===== src/rtl/tanh_pkg.sv =====
// tanh_pkg: shared types and Q2.30 series coefficients for the tanh engine.
// Coefficient magnitudes are truncated from the exact Taylor fractions.
package tanh_pkg;

    typedef enum logic [1:0] {
        IDLE,
        SQR,
        ITER,
        DONE
    } state_t;

    localparam int MAX_TERMS = 8;
    localparam int COEF_W    = 32;
    localparam int COEF_FRAC = 30;

    // 1, 1/3, 2/15, 17/315, 62/2835, 1382/155925, 21844/6081075, 929569/638512875
    localparam logic [COEF_W-1:0] COEF_Q30 [MAX_TERMS] = '{
        32'h4000_0000,
        32'h1555_5555,
        32'h0888_8888,
        32'h0374_3743,
        32'h0166_4F48,
        32'h0091_371A,
        32'h003A_DA7A,
        32'h0017_DA36
    };

endpackage


===== src/rtl/tanh_coef_rom.sv =====
// tanh_coef_rom: combinational term index to coefficient lookup,
// realigned from Q2.30 to the datapath fraction width.
module tanh_coef_rom
    import tanh_pkg::*;
#(
    parameter int WIDTH = 16,
    parameter int FRAC  = 12
) (
    input  logic [2:0]       idx,
    output logic [WIDTH-1:0] coef
);

    assign coef = WIDTH'(COEF_Q30[idx] >> (COEF_FRAC - FRAC));

endmodule


===== src/rtl/tanh_series_unit.sv =====
// tanh_series_unit: Taylor-series tanh(x) on |x| with sign restore and saturation.
// Define TANH_CLAMP_EN to return +-1.0 early for |x| >= CLAMP_X.
module tanh_series_unit
    import tanh_pkg::*;
#(
    parameter int               WIDTH   = 16,
    parameter int               FRAC    = 12,
    parameter int               TERMS   = 6,
    parameter logic [WIDTH-1:0] CLAMP_X = WIDTH'(2 << FRAC)
) (
    input  logic             clk,
    input  logic             rst,
    input  logic             start,
    input  logic [WIDTH-1:0] X,
    output logic             ready,
    output logic             done,
    output logic [WIDTH-1:0] Y
);

    localparam int ACC_W = WIDTH + 4;
    localparam logic [WIDTH-1:0] MAX_POS = {1'b0, {(WIDTH-1){1'b1}}};
    localparam logic [WIDTH-1:0] MIN_NEG = {1'b1, {(WIDTH-1){1'b0}}};
    localparam logic [WIDTH-1:0] ONE     = WIDTH'(1) << FRAC;
    localparam logic [WIDTH-1:0] NEG_ONE = ~ONE + 1'b1;
    localparam logic signed [ACC_W-1:0] ONE_ACC = ACC_W'(1) << FRAC;
    localparam logic [2:0] LAST = 3'(TERMS - 1);

`ifdef TANH_CLAMP_EN
    localparam bit CLAMP_EN = 1'b1;
`else
    localparam bit CLAMP_EN = 1'b0;
`endif

    state_t state, state_nxt;

    logic [WIDTH-1:0] a, term, sqr, abs_x, coef, r, y_nxt;
    logic [2*WIDTH-1:0] sqr_p, term_p, coef_p;
    logic signed [ACC_W-1:0] acc, acc_nxt, delta;
    logic [2:0] idx;
    logic neg, last, clamp_hit;

    function automatic logic [WIDTH-1:0] sat_q(input logic [2*WIDTH-1:0] p);
        logic [2*WIDTH-1:0] s;
        s = p >> FRAC;
        if (s > {{WIDTH{1'b0}}, MAX_POS}) return MAX_POS;
        return s[WIDTH-1:0];
    endfunction

    tanh_coef_rom #(
        .WIDTH(WIDTH),
        .FRAC (FRAC)
    ) u_rom (
        .idx (idx),
        .coef(coef)
    );

    always_comb begin
        abs_x = X;
        if (X == MIN_NEG) abs_x = MAX_POS;
        else if (X[WIDTH-1]) abs_x = -X;
    end

    assign sqr_p  = {{WIDTH{1'b0}}, a} * {{WIDTH{1'b0}}, a};
    assign term_p = {{WIDTH{1'b0}}, term} * {{WIDTH{1'b0}}, sqr};
    assign coef_p = {{WIDTH{1'b0}}, coef} * {{WIDTH{1'b0}}, term};
    assign delta  = ACC_W'(coef_p >> FRAC);
    assign acc_nxt = idx[0] ? acc - delta : acc + delta;
    assign last = (idx == LAST);

    // Clamp decision is taken in the SQR slot so Y lands one edge after capture.
    assign clamp_hit = CLAMP_EN && (a >= CLAMP_X);

    always_comb begin
        r = acc_nxt[WIDTH-1:0];
        if (acc_nxt < 0) r = '0;
        else if (acc_nxt > ONE_ACC) r = ONE;
        y_nxt = neg ? -r : r;
    end

    always_comb begin
        state_nxt = state;
        unique case (state)
            IDLE:    if (start) state_nxt = SQR;
            SQR:     state_nxt = clamp_hit ? DONE : ITER;
            ITER:    if (last) state_nxt = DONE;
            DONE:    state_nxt = IDLE;
            default: state_nxt = IDLE;
        endcase
    end

    always_ff @(posedge clk or negedge rst) begin
        if (!rst) state <= IDLE;
        else      state <= state_nxt;
    end

    always_ff @(posedge clk or negedge rst) begin
        if (!rst) begin
            a    <= '0;
            neg  <= 1'b0;
            acc  <= '0;
            term <= '0;
            sqr  <= '0;
            idx  <= '0;
            Y    <= '0;
        end else begin
            unique case (state)
                IDLE: begin
                    if (start) begin
                        a    <= abs_x;
                        neg  <= X[WIDTH-1];
                        acc  <= '0;
                        term <= abs_x;
                        idx  <= '0;
                    end
                end
                SQR: begin
                    sqr <= sat_q(sqr_p);
                    if (clamp_hit) Y <= neg ? NEG_ONE : ONE;
                end
                ITER: begin
                    acc  <= acc_nxt;
                    term <= sat_q(term_p);
                    idx  <= idx + 3'd1;
                    if (last) Y <= y_nxt;
                end
                default: ;
            endcase
        end
    end

    assign ready = (state == IDLE);
    assign done  = (state == DONE);

endmodule


===== config.mk =====
export PLATFORM = sky130hd
export DESIGN_NAME = tanh_series_unit
export DESIGN_NICKNAME = d
export VERILOG_FILES = /design/src/rtl/tanh_pkg.sv /design/src/rtl/tanh_coef_rom.sv /design/src/rtl/tanh_series_unit.sv
export SDC_FILE = /design/constraint.sdc
export NUM_CORES = 2
export LEC_CHECK = 0
export CORE_MARGIN = 3
export CORE_UTILIZATION = 55
export CTS_BUF_LIST = sky130_fd_sc_hd__clkbuf_2
export DETAILED_ROUTE_END_ITERATION = 10
export PLACE_DENSITY = 0.68
export SYNTH_ARGS = -nofsm -noshare
export SYNTH_HDL_FRONTEND = slang
export SYNTH_SLANG_ARGS = --single-unit
export TNS_END_PERCENT = 1

===== constraint.sdc =====
create_clock -name clk -period 13 [get_ports clk]
set_input_delay 1.3 -clock clk [delete_from_list [all_inputs] [get_ports clk]]
set_output_delay 1.3 -clock clk [all_outputs]
set_load 0.01 [all_outputs]

==> flow_metrics.tcl <==
set metrics [dict create \
    status "finished clean" \
    crit_path_max_fanout 19 \
    clkLatencyLatePin_ns 0.70 \
    worstRegToRegCells 42 \
    final_common_cell "inv_1" \
    route.detailed.drc 0 \
    grt_max_degree 69 \
    layout_worst_path_cycle_share_pct 91.5 \
    r2r_end "Y[10]" \
    crit_path_end_kind "register" \
    cts_hold_buf 0 \
    fp.dieW_um 228 \
    hp-class "primary input to asynchronous set/reset pin" \
    yosys_warnings 0 \
    whs_ns 0.455 \
    required_ns 13.55 \
    setup_viol 0 \
    arrival_ns 12.44 \
    syn_nets 3939 \
    netlist_area_um2 27200 \
    grtUsageTotal_pct 27.7 \
    synth_edf_count 0 \
    cts_tree "done" \
    route.antenna.remaining_nets 0 \
    setup_ws_ns 1.11 \
    crit_path_max_incr_delay_ns 0.61 \
    dieArea_um2 52200 \
    cts_setup_buffers 0 \
    synth-seq-cells 90 \
    layout_common_cells "inv_1 (628), fa_1 (492), nand2_1 (389)" \
    criticalPathCategory "register to register" \
    drt_iter0_drc 1317 \
    htreeDepth 3 \
    antenna_found_initial 2 \
    area_growth_pct 3.74 \
    fin_nets 3882 \
    drtPass1Iterations 5 \
    async_flop_share_pct 100 \
    ctsRootBufferMaster "clkbuf_2" \
    rows 80 \
    r2r_start "idx[0]" \
    synthCells 3099 \
    finalWeightedCongestion 0.948 \
    overflow 0 \
    ys_seq_area_share_pct 8.28 \
    max-cap-violations 0 \
    max_freq_ghz 0.0841 \
    r2r_slack_ns 1.11 \
    post_cts_resized 0 \
    start_kind "register" \
    first_global_vias 23100 \
    ios 37 \
    worst_pin_slew_ns 1.25 \
    dpl_worst_slack_ns 1.35 \
    final_hold_viol_count 0 \
    clock_skew_ns 0.0804 \
    drv_slew 0 \
    coreArea_um2 48300 \
    slew_headroom_pct 16.4 \
    clk_pin_slew_ns 0.30 \
    ys.flop_type "dfrtp_1" \
    ys_types 86 \
    final.setup.tns_ns 0 \
    critical-path-slowest-cell "a211oi_1" \
    vias 20900 \
    chipHeight_um 228 \
    cts_sinks 90 \
    dp_hpwl_um 54100 \
    cts_buffer_depth 2 \
    io_buffers 36 \
    syn_area_per_cell_um2 8.78 \
    cts_buffers 9 \
    finalCriticalPeriod_ns 11.89 \
    grt_pass1_wl_um 117000 \
    drive_gt1_share_pct 2.89 \
    viasPerCell 5.65 \
    routedWlPerCell_um 18.5 \
    grt_setup_unrepaired "no" \
    cpMostUsedCell "fa_1" \
    wirelength_um 68500 \
    initial_core_util_pct 56.3 \
]
[metal layers]
metal  track usage [%]  routed length (um)
met2              47.3               33700
met1              36.3               28400
met3              3.53                3890
met5                 0                   0
met4              10.0                2560
[synth_stat cells (13+ instances only)]
| cell | number | area share [%] |
|---|---|---|
| xor2_1 | 36 | 1.2 |
| nand2_1 | 389 | 5.4 |
| and2_1 | 256 | 5.9 |
| a31oi_1 | 18 | 0.41 |
| dfrtp_1 | 90 | 8.3 |
| and3_1 | 15 | 0.34 |
| a21o_1 | 30 | 0.83 |
| nor2b_1 | 20 | 0.46 |
| nand4_1 | 16 | 0.37 |
| a22o_1 | 18 | 0.58 |
| or2_2 | 13 | 0.30 |
| nor3_1 | 26 | 0.48 |
| clkbuf_1 | 124 | 1.7 |
| nand2b_1 | 18 | 0.41 |
| o21ai_0 | 66 | 1.2 |
| nand3_1 | 28 | 0.51 |
| a21oi_1 | 102 | 1.9 |
| nor2_1 | 113 | 1.6 |
| o21a_1 | 17 | 0.47 |
| xnor2_1 | 68 | 2.2 |
| fa_1 | 492 | 36 |
| ha_1 | 329 | 15 |
| inv_1 | 628 | 8.7 |
[cells by family after synthesis]
family          synth area share (%)
xor+xnor                        3.35
mux                            0.308
buf+inv                         10.6
compound gates                  9.13
flops                           8.28
fa+ha+maj                       51.3
simple gates                    17.0
[cell type report]
type | instances | area, um2
antenna | 1 | 2.50
clock buffer | 9 | 45.0
clock inverter | 7 | 81.3
fill | 4314 | 20100
inverter | 629 | 2360
multi-input combinational | 2244 | 22100
sequential | 90 | 2250
tap | 656 | 821
timing repair buffer | 68 | 598
[critical path, delay by kind of cell, from the launching register on]
family                   cells  cell delay [ns]
buffers and inverters        4             0.60
flip-flops                   1             0.45
AO/OA/AOI/OAI               12             2.80
XOR/XNOR                     1             0.14
adder cells (fa/ha/maj)     10             4.10
AND/OR/NAND/NOR             15             3.66
[stage by stage]
step | utilization (%) | cells | instance area (um2)
floorplan | - | 3099 | 27200
global placement | 58.1 | 3687 | 28100
detailed placement | 58.1 | 3687 | 28100
CTS | 58.4 | 3703 | 28200
global route | 58.4 | 3703 | 28200
finish | 58.4 | 3704 | 28200
[worst max-delay path by stage]
stage | startpoint | end | slack [ns] | cells after the start
detailed placement | idx[0] | Y[10] | 1.35 | 42
finish | idx[0] | Y[10] | 1.11 | 42
global route | idx[0] | Y[8] | 0.40 | 40
floorplan | idx[0] | Y[10] | 2.26 | 45
CTS | idx[0] | Y[10] | 1.20 | 42
global placement | idx[0] | Y[10] | 1.64 | 44
[state kept, by name, indices dropped and copies added, names as in the netlist]
name,count
neg,1
idx,3
sqr,16
term,16
Y,16
acc,20
a,16
state,2
Power is not shown: default switching activity piles up to over one toggle a cycle in this logic, so the estimate is an artifact.
